## src/rtl/inst_imm_encoder.sv

```systemverilog
// RV32I instruction encoder: packs opcode/register/funct fields and an immediate into a 32-bit word,
// with a 2-entry elastic output buffer and statistics counters. INST_IMM_ENC_RANGE_CHK_EN enables immediate legality checks.
module inst_imm_encoder #(
   parameter int CNT_W = 16,
   parameter int ERR_W = 8
) (
   input  logic             clk,
   input  logic             rst_n,
   input  logic             in_valid,
   output logic             in_ready,
   input  logic [6:0]       in_opcode,
   input  logic [4:0]       in_rd,
   input  logic [4:0]       in_rs1,
   input  logic [4:0]       in_rs2,
   input  logic [2:0]       in_funct3,
   input  logic [6:0]       in_funct7,
   input  logic [31:0]      in_imm,
   output logic             out_valid,
   input  logic             out_ready,
   output logic [31:0]      out_inst,
   output logic             out_err,
   input  logic             cnt_clr,
   output logic [CNT_W-1:0] enc_cnt,
   output logic [ERR_W-1:0] err_cnt
);

   typedef enum logic [2:0] {
      FMT_R,
      FMT_I,
      FMT_S,
      FMT_B,
      FMT_U,
      FMT_J,
      FMT_BAD
   } fmt_t;

   fmt_t        w_fmt;
   logic [31:0] w_inst;
   logic        w_err;
   logic        w_push;
   logic        w_pop;

   logic [1:0]  r_count;
   logic [31:0] r_ent0_inst;
   logic        r_ent0_err;
   logic [31:0] r_ent1_inst;
   logic        r_ent1_err;
   logic [CNT_W-1:0] r_enc_cnt;
   logic [ERR_W-1:0] r_err_cnt;

   always_comb begin
      unique case (in_opcode[6:2])
         5'b01100:                   w_fmt = FMT_R;
         5'b00100, 5'b11001, 5'b00000: w_fmt = FMT_I;
         5'b01000:                   w_fmt = FMT_S;
         5'b11000:                   w_fmt = FMT_B;
         5'b01101, 5'b00101:         w_fmt = FMT_U;
         5'b11011:                   w_fmt = FMT_J;
         default:                    w_fmt = FMT_BAD;
      endcase
   end

`ifdef INST_IMM_ENC_RANGE_CHK_EN
   // Sign-extension checks: the bits above each field must all be copies of the field's top bit.
   logic w_fit_is;
   logic w_fit_b;
   logic w_fit_j;
   logic w_fit_u;

   assign w_fit_is = (&in_imm[31:11]) | ~(|in_imm[31:11]);
   assign w_fit_b  = ((&in_imm[31:12]) | ~(|in_imm[31:12])) & ~in_imm[0];
   assign w_fit_j  = ((&in_imm[31:20]) | ~(|in_imm[31:20])) & ~in_imm[0];
   assign w_fit_u  = ~(|in_imm[11:0]);
`endif

   always_comb begin
      w_inst = {in_funct7, in_rs2, in_rs1, in_funct3, in_rd, in_opcode};
      w_err  = 1'b0;
      unique case (w_fmt)
         FMT_R: begin
            w_inst = {in_funct7, in_rs2, in_rs1, in_funct3, in_rd, in_opcode};
         end
         FMT_I: begin
            w_inst = {in_imm[11:0], in_rs1, in_funct3, in_rd, in_opcode};
`ifdef INST_IMM_ENC_RANGE_CHK_EN
            w_err  = ~w_fit_is;
`endif
         end
         FMT_S: begin
            w_inst = {in_imm[11:5], in_rs2, in_rs1, in_funct3, in_imm[4:0], in_opcode};
`ifdef INST_IMM_ENC_RANGE_CHK_EN
            w_err  = ~w_fit_is;
`endif
         end
         FMT_B: begin
            w_inst = {in_imm[12], in_imm[10:5], in_rs2, in_rs1, in_funct3,
                      in_imm[4:1], in_imm[11], in_opcode};
`ifdef INST_IMM_ENC_RANGE_CHK_EN
            w_err  = ~w_fit_b;
`endif
         end
         FMT_U: begin
            w_inst = {in_imm[31:12], in_rd, in_opcode};
`ifdef INST_IMM_ENC_RANGE_CHK_EN
            w_err  = ~w_fit_u;
`endif
         end
         FMT_J: begin
            w_inst = {in_imm[20], in_imm[10:1], in_imm[11], in_imm[19:12], in_rd, in_opcode};
`ifdef INST_IMM_ENC_RANGE_CHK_EN
            w_err  = ~w_fit_j;
`endif
         end
         default: begin
            w_inst = {in_funct7, in_rs2, in_rs1, in_funct3, in_rd, in_opcode};
            w_err  = 1'b1;
         end
      endcase
   end

   // Ready depends only on the registered fill level, never on out_ready.
   assign in_ready  = (r_count != 2'd2);
   assign out_valid = (r_count != 2'd0);
   assign out_inst  = r_ent0_inst;
   assign out_err   = r_ent0_err;
   assign w_push    = in_valid & in_ready;
   assign w_pop     = out_valid & out_ready;

   always_ff @(posedge clk or negedge rst_n) begin
      if (!rst_n) begin
         r_count     <= 2'd0;
         r_ent0_inst <= 32'd0;
         r_ent0_err  <= 1'b0;
         r_ent1_inst <= 32'd0;
         r_ent1_err  <= 1'b0;
      end else begin
         unique case ({w_push, w_pop})
            2'b10: begin
               if (r_count == 2'd0) begin
                  r_ent0_inst <= w_inst;
                  r_ent0_err  <= w_err;
               end else begin
                  r_ent1_inst <= w_inst;
                  r_ent1_err  <= w_err;
               end
               r_count <= r_count + 2'd1;
            end
            2'b01: begin
               if (r_count == 2'd2) begin
                  r_ent0_inst <= r_ent1_inst;
                  r_ent0_err  <= r_ent1_err;
               end
               r_count <= r_count - 2'd1;
            end
            2'b11: begin
               // Simultaneous push and pop is only possible with exactly one entry held.
               r_ent0_inst <= w_inst;
               r_ent0_err  <= w_err;
            end
            default: begin
            end
         endcase
      end
   end

   always_ff @(posedge clk or negedge rst_n) begin
      if (!rst_n) begin
         r_enc_cnt <= '0;
         r_err_cnt <= '0;
      end else if (cnt_clr) begin
         r_enc_cnt <= '0;
         r_err_cnt <= '0;
      end else if (w_pop) begin
         r_enc_cnt <= r_enc_cnt + CNT_W'(1);
         if (r_ent0_err && (r_err_cnt != '1)) begin
            r_err_cnt <= r_err_cnt + ERR_W'(1);
         end
      end
   end

   assign enc_cnt = r_enc_cnt;
   assign err_cnt = r_err_cnt;

endmodule

```

## config.mk

```make
export PLATFORM = sky130hd
export DESIGN_NAME = inst_imm_encoder
export DESIGN_NICKNAME = d
export VERILOG_FILES = /design/src/rtl/inst_imm_encoder.sv
export SDC_FILE = /design/constraint.sdc
export NUM_CORES = 1
export LEC_CHECK = 0
export BUFFER_PORTS_ARGS = -buffer_cell sky130_fd_sc_hd__buf_2
export CAP_MARGIN = 40
export CORE_UTILIZATION = 51
export CTS_CLUSTER_DIAMETER = 30
export DETAILED_ROUTE_END_ITERATION = 10
export PLACE_DENSITY = 0.78
export SYNTH_ARGS = -nofsm -noshare
export SYNTH_HDL_FRONTEND = slang
export SYNTH_SLANG_ARGS = --single-unit
```

## constraint.sdc

```tcl
create_clock -name clk -period 3.35 [get_ports clk]
set_clock_uncertainty 0.05 [all_clocks]
set_input_delay 0 -clock clk [delete_from_list [all_inputs] [get_ports clk]]
set_output_delay 0 -clock clk [all_outputs]
set_load 0.02 [all_outputs]
```

## Word level (Yosys, flattened, before mapping)

Memory sizes are Yosys's and may differ from the RTL's.
Cells that the tools add are included.

| operators by class | value |
|---|---|
| $add $sub $neg | 4 |
| $mul | 0 |
| div/mod/pow operators | 0 |
| order comparisons | 0 |
| eq/ne operators | 13 |
| shift operators | 0 |
| multiplexer cells | 14 |
| bitwise logic cells | 3 |
| reduce and logical (&&, ||, !) cells | 12 |

Operators with widths:

| operator | count |
|---|---|
| $pmux 32 s5 | 1 |
| $pmux 32 s3 | 1 |
| $mux 32 | 2 |
| $mux 16 | 2 |
| $mux 8 | 3 |
| $add 16x1->16 const B | 1 |
| $add 8x1->8 const B | 1 |
| $ne 8x8->1 const B | 1 |
| $reduce_bool 2->1 | 4 |
| $eq 2x2->1 const B | 3 |
| $eq 3x2->1 const B | 2 |
| $eq 3x3->1 const B | 2 |
| $ne 2x2->1 const B | 3 |
| $reduce_or 6->1 | 1 |
| $pmux 2 s2 | 1 |
| $reduce_and 2->1 | 2 |
| $eq 3x1->1 const B | 1 |
| $logic_not 3->1 | 1 |
| $mux 1 | 3 |
| $pmux 1 s3 | 1 |
| $reduce_and 3->1 | 1 |
| $reduce_bool 3->1 | 1 |
| $add 2x1->2 const B | 1 |
| $and 1x1->1 | 2 |
| 5 further kinds | 5 |

| word-level totals | value |
|---|---|
| register bits after elaboration | 92 |
| bits in latches | 0 |
| memory bits (writable) | 0 |
| bits in read-only memories | 96 |
| input port bits | 69 |
| output and inout port bits | 59 |
| logic and storage cells | 54 |
| memories | 1 |

Memory list:

| name | depth | width | read ports | clocked after Yosys merged registers in | write ports | line | source |
|---|---|---|---|---|---|---|---|
| (name not given) | 32 | 3 | 1 | 0 | 0 | 52 | `unique case (in_opcode[6:2])` |

## Logic depth before layout (Yosys ltp)

Gate-level depths: netlist (run 1).
An unclocked memory read counts as a cell.

| depth | value |
|---|---|
| depth in word-level cells | 6 |
| depth in mapped cells | 11 |
| depth with buffers taken out | 8 |

## Worst setup path after synthesis (run 1)

Ideal clock, no wire load.

| timing | value |
|---|---|
| kind | reg-to-reg |
| start | reg r_count[0] |
| end | reg r_ent0_inst[16], in the netlist out_inst[16] |
| setup time | 0.147 ns |
| arrival time | 2.222 ns |
| required time | 3.153 ns |
| path slack | 0.931 ns |
| stages on the path, launching flop included | 10 |
| path buffers | 3 |
| clock period less this slack | 2.419 ns |
| cells stage by stage | dfrtp_1 > buf_2 > or2_2 > nand2_1 > inv_2 > ha_1 > clkbuf_1 > nor2_1 > clkbuf_1 > a221oi_1 |

| between the ends | value |
|---|---|
| longest elaborated chain between the ends | 5 |
| elaborated cells between the ends (all ways) | 14 |
| classes of those cells | 7 x eq/ne; 1 x mux; 2 x bitwise; 4 x reduce/logical |

RTL lines:

| element | line | source |
|---|---|---|
| from (decl) | 43 | `logic [1:0] r_count;` |
| from (signal assigned) | 146 | `r_count <= r_count + 2'd1;` |
| from (signal assigned) | 153 | `r_count <= r_count - 2'd1;` |
| $reduce_bool 2->1 * | 123 | `assign out_valid = (r_count != 2'd0);` |
| named net out_valid | 18 | `output logic out_valid,` |
| $and 1x1->1 * | 127 | `assign w_pop = out_valid & out_ready;` |
| $eq 2x1->1 / $eq 2x2->1 (equally long branches) | 137 | `unique case ({w_push, w_pop})` |
| $ne 2x2->1 (no source line) / $reduce_bool 3->1 (equally long branches) | -- |  |
| $reduce_and 3->1 (no source line) | -- |  |
| to (signal assigned) | 140 | `r_ent0_inst <= w_inst;` |
| to (signal assigned) | 150 | `r_ent0_inst <= r_ent1_inst;` |
| to (signal assigned) | 157 | `r_ent0_inst <= w_inst;` |
| to (decl) | 44 | `logic [31:0] r_ent0_inst;` |

Mark *: on every way through the listed nets, which the timed path passes. The rest lies on a longest branch.
A chain may end at the register's enable or synchronous reset.

## Worst setup path in the final report (run 1)

| timing | value |
|---|---|
| start | in in_opcode[6] |
| end | reg r_ent1_inst[14] |

| between the ends | value |
|---|---|
| longest elaborated chain between the ends | 3 |
| elaborated cells between the ends (all ways) | 7 |
| classes of those cells | 5 x eq/ne; 1 x mux; 1 x memory |

RTL lines:

| element | line | source |
|---|---|---|
| from (decl) | 11 | `input logic [6:0] in_opcode,` |
| $mem_v2 32x3 * | -- |  |
| $eq 3x3->1 (tied with other cells) | 79 | `unique case (w_fmt)` |
| $pmux 32 s5 * | 79 |  |
| to (signal assigned) | 143 | `r_ent1_inst <= w_inst;` |
| to (decl) | 46 | `logic [31:0] r_ent1_inst;` |

Every way passes the cells marked *; elsewhere a longest branch is shown, timed or not.

==> out/results.txt, run 1 <==
The tools report the data arrival time at the worst-slack endpoint as 2.88 ns. The maximum fanout along the worst path is 16. Setup repair after global routing left no endpoint under its margin. The power per cell area was 746 nW/um2; the maximum buffer depth of the clock tree was 2. The floorplan die height works out to 96.9 um. The commonest cells after synthesis are dfrtp_1, nand2_1, o21ai_0. The post-route antenna net violation count was 0. The synthesized design contains 0 enable-type register cells. The worst setup path is launched from an input port. The number of gates resized after CTS is 0.

The proportion of register bits with asynchronous set or reset after synthesis is 100%. The run finished with clean final reports. Using the TritonRoute via totals, the vias-per-cell ratio works out to 5.69.

The count of buffers added on input and output ports is 127. Detailed-router iteration count before antenna repair: 5. The analysis attributes to cell leakage a power of 2.80 nW.

The clock transition time at the flip-flop clock pins of the worst setup and hold paths was 0.09 ns. The post-synthesis cell area is 4590 um2. Fill cells in the final layout number 661. The min-delay analysis places its worst path in the category in -> reg. Dividing the synthesized area by the synthesized cell count gives 10.1 um2.

The run gives 0 as the final number of hold-violating endpoints. The worst hold path passes through 4 cells. For the finished layout, the period the worst path requires is 2.72 ns.

The floorplan die width is 96.9 um, and the number of max-slew violations in the final report is 0. The tools report the number of buffers created by CTS as 9. The worst pin sits at a relative slew slack of 49.4%. Across all layers, the routed design uses 4148 vias.

In the final routed layout, each cell accounts on average for 16.5 um. During synthesis, Yosys emitted a total of 0 warnings. The achievable frequency is 0.367 GHz.

The post-layout net count came out at 689. Clock latency on the worst-skew pair, taken at its later pin, is 0.36 ns. The number of maximum-capacitance violations is 0. Across the VDD grid, the largest voltage drop is 417 uV. STA classifies the critical path endpoint as a flop. The first routing iteration left 265 violations.

Among all cell types in the netlist, the one instantiated most often is dfrtp_1. The total I/O pin count came out at 128. The placeable core region was 8720 um2. The logs give 67 for the pin count of the biggest net entering global routing and 3.51 ns for the required time at the worst-slack endpoint. Of the synthesized area, sequential elements account for 50.1%. Of the cells placed in the final design, the portion with a size suffix greater than 1 is 28.0%.

Measured in cells, the most critical reg-to-reg path has a length of 8. The H-tree was split into 3 levels. The most used flip-flop cell after synthesis is dfrtp_1. The first global-routing pass estimated 19800 um of wire. In this run the core area contains 34 standard-cell rows.

The number of different library cells used by synthesis comes to 53. The share of the synthesized area in the top cell type is 50.1%. For the final routed database, the setup TNS stands at 0 ns. The die covers 9390 um2. Setup violations remaining at the end of the flow were counted as 0. After layout, the worst path uses 81.3% of the clock period. TritonCTS built the clock tree.

The congestion estimate from routability-driven global placement came to 0.870. The cell count after synthesis was 454; the initial cell density of the core was 52.7%. After detailed routing, the number of remaining DRC violations is 0. Startpoint-to-endpoint class of the critical path: in -> reg. Counting every sink on the clock net gives 92. Compared with the post-synthesis result, the final layout area differs by 30.5%. The half-perimeter wire length after detailed placement came out at 7800 um. The area of the multi-input gates came out at 2080 um2. Cell at the root of the clock tree: clkbuf_8. The slew of the pin with the lowest slew margin is 0.754 ns. The run gives 0 as the number of antenna violations at the first check in global routing.

After detailed routing, the total wire length is 12000 um. Across the whole layout, storage elements account for 2300 um2. The via count of the first global-routing pass was 4051; the core utilization of the finished layout was 68.7%. The library cell with the largest summed area after synthesis was dfrtp_1. Smallest hold slack: 0.00988 ns.

Global routing finished with a remaining overflow of 0. The synthesized flop and latch total was 92; the total global-route track usage was 26.0%. The number of nets in the synthesized netlist is 527. By area the synthesized netlist is led by dfrtp_1, mux2i_1, nand2_1. Count of inserted antenna diode cells: 0.
[routing by layer]
layer | vias to the layer above | share of wire, % | track usage (%)
met5 | - | 0 | 0
met4 | 0 | 0.98 | 7.46
met3 | 13 | 5.7 | 5.13
met2 | 154 | 50 | 44.7
met1 | 2040 | 43 | 33.4
li1 | 1941 | - | -
[layout make-up]
type,count,share of cell area (%)
sequential,92,38.4
multi-input combinational,309,34.7
timing repair buffer,179,19.4
tap,108,2.25
clock buffer,9,2.07
clock inverter,7,1.63
inverter,25,1.57
[state kept, by name (all words and copies together) (netlist names)]
signal	cells
enc_cnt	16
err_cnt	8
out_err	1
out_inst	32
r_count	2
r_ent1_err	1
r_ent1_inst	32
[power breakdown]
part | total [mW] | internal, mW | switching [mW]
combinational | 1.83 | 0.725 | 1.11
clock | 0.832 | 0.424 | 0.408
sequential | 1.81 | 1.54 | 0.271
[timing repair]
| item | CTS | global route |
|---|---|---|
| setup buffers | 0 | 0 |
| hold buffers | 46 | 0 |
| hold endpoints to repair | 134 | 0 |
[worst max-delay path: stages]
cell and delay (ns):
dlygate4sd3_1 0.53, buf_2 0.19, and4bb_1 0.72, a31o_2 0.40, mux2i_1 0.28, dlygate4sd3_1 0.63, o21ai_0 0.12
[per-stage QoR]
step           cell area, um2  total power [mW]  instances  worst slack [ns]
3_5_place_dp             5310              3.59        667             0.730
3_3_place_gp             5290              3.48        666             0.941
4_1_cts                  5990              4.46        729             0.704
6_report                 5990              4.47        729             0.626
5_1_grt                  5990              4.72        729             0.551
2_1_floorplan            4590              2.99        454             0.931
[kinds of logic (layout without fill, tap and decap cells)]
logic type                 Yosys count  count (layout)  share of synthesized area, %
AOI/OAI and AO/OA                   99              99                          14.6
xor gates and xnor gates            22              22                          4.20
adders and majority gates            4               4                          1.09
buffers and inverters               53             220                          4.90
DFF                                 92              92                          50.1
muxes                               38              38                          8.72
and+or+nand+nor                    146             146                          16.4
[path summary, 6_finish.rpt]
kind	from	endpoint	slack (ns)
hold / removal	in_rd[0]	r_ent1_inst[7]$_DFFE_PN0P_	0.01
min in group asynchronous	rst_n	err_cnt[5]$_DFFE_PN0P_	0.23
setup reg to reg	r_count[0]$_DFFE_PN0P_	out_inst[25]$_DFFE_PN0P_	0.69
max in group asynchronous	rst_n	r_ent1_inst[2]$_DFFE_PN0P_	2.57
hold reg to reg	r_ent1_inst[23]$_DFFE_PN0P_	r_ent1_inst[23]$_DFFE_PN0P_	0.44
setup / recovery	in_opcode[6]	r_ent1_inst[14]$_DFFE_PN0P_	0.63
[cell usage in the layout (no fill, tap or decap), types with 4 or more instances in the layout]
master / synthesis / layout
buf_2: 6 / 126
a21oi_1: 11 / 11
xnor2_1: 11 / 11
inv_1: 24 / 24
nand4_1: 4 / 4
o21ai_0: 37 / 37
mux2i_1: 22 / 22
a222oi_1: 4 / 4
or2_2: 4 / 4
ha_1: 4 / 4
dfrtp_1: 92 / 92
nand2_1: 53 / 52
dlygate4sd3_1: 0 / 46
xor2_1: 11 / 11
buf_4: 1 / 6
mux2_2: 16 / 16
clkbuf_8: 0 / 9
nand3_1: 8 / 8
a22o_1: 6 / 6
nor3b_1: 19 / 19
nor2_1: 28 / 28
nor3_1: 6 / 6
a221oi_1: 19 / 19
Power figures use the tool's default switching activity.
==> inputs of run 2 (changes only) <==
Settings changed: CORE_UTILIZATION 51 to 47, PLACE_DENSITY 0.78 to 0.76.
Clock period 3.35 ns to 2.2 ns, I/O delays scaled along.
==> run 2 against run 1 <==
Against the previous run: core utilization decreased by 2.4 points; register-to-register slack got worse by 0.58 ns; clock power increased by 38%; die area increased by 8.3%; global-route usage decreased by 1.1 points; setup slack got worse by 0.51 ns; combinational power increased by 73%; critical path depth increased by 1; first-iteration DRC count decreased by 2.6%; non-clock buffer count increased by 13; total power increased by 58%; cell count increased by 4.8%; highest routed layer unchanged.
==> out/results.txt, run 2 (synthesis gave the netlist of run 1 again) <==
The clock net sink count came out at 92 (unchanged). Power per cell area: 1140 nW/um2 (was 746 nW/um2). The worst vdd rail ir drop came out at 654 uV (was 417 uV). Number of antenna violations at the first check in global routing: 0 (unchanged).

Initial cell density of the core: 49.0% (was 52.7%). The leakage power total is 2.88 nW (was 2.80 nW), and the post-route antenna net violation count is 0 (unchanged). Maximum fanout along the worst path: 19 (was 16).

The clock transition time at the flip-flop clock pins of the worst setup and hold paths is 0.10 ns (was 0.09 ns), and the half-perimeter wire length after detailed placement is 7980 um (was 7800 um). The achievable frequency is 0.480 GHz. The tools report the required time at the worst-slack endpoint as 2.41 ns (was 3.51 ns).

The kind of capture point of the worst setup path was a flop (unchanged). The logs give 764 (was 729) for the count of non-filler cells in the finished layout and 0 (unchanged) for the number of max-slew violations in the final report. The number of levels in the clock H-tree came out at 3 (unchanged). The fraction of final layout cells sized beyond drive strength 1 was 30.4% (was 28.0%); the placeable core region was 9370 um2 (was 8720 um2). The via count of the first global-routing pass was 4104 (was 4051). For the detailed-route via count, the log shows 4202 (was 4148). The run finished with clean final reports. The post-layout net count is 702 (was 689), and the detailed-router iteration count before antenna repair is 4 (was 5). The class of the tightest hold or removal check was in -> reg (unchanged).

The layout overhead on the synthesized area was 35.3% (was 30.5%). For the insertion delay of the later-clocked pin in the worst-skew pair, the log shows 0.36 ns (about the same). The floorplan die width was 101 um (was 96.9 um). The tools report the number of buffers created by CTS as 9 (unchanged).

The tools report the first element of the critical path as r_count[1]$_DFFE_PN0P_ (was in_opcode[6]). The worst max-slew margin expressed relative to the limit is 48.8% (was 49.4%), and the depth of the most critical reg-to-reg path is 8 (unchanged). The placed cell count is 694 (was 667), and the global route total overflow is 0 (unchanged).

Count of input and output buffers: 127 (unchanged). The tools report the site row count as 35 (was 34). The startpoint of the lowest-slack register-to-register path is r_count[1]$_DFFE_PN0P_ (was r_count[0]$_DFFE_PN0P_). The iteration-0 DRC count of the detailed router is 258 (was 265), and the fraction of met3 tracks used by global routing is 5.69% (was 5.13%). For the sequential standard cell area, the log shows 2300 um2 (about the same). The total I/O pin count is 128 (unchanged), and the final routed wire length divided by cell count is 16.1 um (was 16.5 um). The run gives 0 (unchanged) as the number of maximum-capacitance violations.

TritonCTS built the clock tree. The pin count of the biggest net entering global routing is 60 (was 67). The type of element launching the critical path was a flop (was an input port).

The worst path needs 2.09 ns of the cycle, external delays included. For the total die area, the log shows 10200 um2 (was 9390 um2). In the finished design, the share of the clock period the worst path needs comes to 94.8%. The tools report the area of the multi-input gates as 2130 um2 (was 2080 um2). The termination of the worst setup path is out_inst[29]$_DFFE_PN0P_ (was r_ent1_inst[14]$_DFFE_PN0P_). The via density per instance works out to 5.50 (was 5.69). The logs give 19700 um (was 19800 um) for the wire length of the first global-routing pass and 0 (unchanged) for the final number of hold-violating endpoints. The leading cell type in the layout, fill and taps excluded was buf_2 (unchanged). The most used routing layer in global routing is met2 (unchanged).

The total global-route track usage came out at 24.9% (was 26.0%). The placer congestion estimate came out at 0.857 (was 0.870). The total power consumption of the routed design came out at 7.07 mW (was 4.47 mW). The sum of routed wire length over all layers came out at 12300 um (was 12000 um). The data arrival time at the worst-slack endpoint was 2.30 ns (was 2.88 ns).

The floorplan die height was 101 um (was 96.9 um). The run gives 764 (was 661) as the filler cell count. Cell at the root of the clock tree: clkbuf_8 (unchanged).

Met2 usage in global routing: 41.0% (was 44.7%). The global routing met1 resource utilization came out at 31.6% (was 33.4%). Slew of the pin with the lowest slew margin: 0.768 ns (was 0.754 ns). Commonest cells after routing, fill and taps aside: buf_2, dfrtp_1, nand2_1 (unchanged). The tools report the number of remaining DRC errors as 0 (unchanged).

The startpoint-to-endpoint class of the critical path is reg -> reg (was in -> reg). For the maximum buffer depth of the clock tree, the log shows 2 (unchanged). The tools report the endpoint of the worst-slack reg-to-reg timing path as out_inst[29]$_DFFE_PN0P_ (was out_inst[25]$_DFFE_PN0P_). The slack of the worst reg-to-reg path is 0.11 ns (was 0.69 ns), and the final setup violation count is 0 (unchanged).
[run 2: worst min-delay path by stage]
| stage | slack, ns | cells past startpoint | from | end |
|---|---|---|---|---|
| 5_1_grt | 0.02 | 2 | cnt_clr | err_cnt[5]$_DFFE_PN0P_ |
| 6_report | 0.02 | 2 | cnt_clr | enc_cnt[0]$_DFFE_PN0P_ |
| 3_5_place_dp | 0.07 | 1 | rst_n | enc_cnt[6]$_DFFE_PN0P_ |
| 4_1_cts | 0.002 | 3 | in_imm[16] | out_inst[16]$_DFFE_PN0P_ |
| 3_3_place_gp | 0.06 | 1 | rst_n | enc_cnt[6]$_DFFE_PN0P_ |
| 2_1_floorplan | -0.35 | 0 | rst_n | enc_cnt[0]$_DFFE_PN0P_ |
[run 2: layer usage]
| layer | part of all wire, % | up-vias |
|---|---|---|
| li1 | - | 1974 |
| met1 | 43 | 2055 |
| met2 | 50 | 149 |
| met3 | 4.9 | 24 |
| met4 | 2.3 | 0 |
| met5 | 0 | - |
[run 2: metrics by stage]
step / hold WS [ns] / setup WS [ns] / TNS [ns] / instance area, um2 / util [%]
finish: 0.0160 / 0.115 / 0 / 6210 / 66.3
global route: 0.0184 / -0.0147 / -0.0355 / 6210 / 66.3
CTS: 0.00174 / 0.0249 / 0 / 6120 / 65.3
detailed placement: 0.0672 / 0.0155 / 0 / 5430 / 57.9
global placement: 0.0632 / 0.140 / 0 / 5430 / 57.9
floorplan: -0.346 / -0.0199 / -0.157 / 4620 / -
[run 2: timing repair]
| item | in CTS | in global routing |
|---|---|---|
| buffers inserted | 0 | 3 |
| endpoints found under the hold margin | 98 | 0 |
| setup endpoints to repair | 3 | 28 |
| cloned | 0 | 1 |
| gates resized for setup | 1 | 10 |
| pin swaps | 0 | 1 |
| hold buffers | 49 | 0 |
[run 2: cell type report]
class	count	share of cell area, %
Sequential cell	92	37.1
Clock buffer	9	1.99
Antenna cell	1	0.0403
Multi-Input combinational cell	309	34.3
Clock inverter	7	1.19
Tap cell	129	2.60
Inverter	25	1.51
Timing Repair Buffer	192	21.3
[run 2: worst max-delay path: stages (launching register included)]
cell,delay [ns]
dfrtp_2,0.46
or2_4,0.25
nand2_1,0.16
ha_4,0.19
o22ai_2,0.09
o21ai_4,0.29
nor2_4,0.06
buf_12,0.17
a221oi_1,0.26
[run 2: power breakdown]
group	switching, mW	internal (mW)	total [mW]
combinational	1.78	1.39	3.17
sequential	0.400	2.34	2.74
clock	0.622	0.531	1.15
total	2.81	4.26	7.07
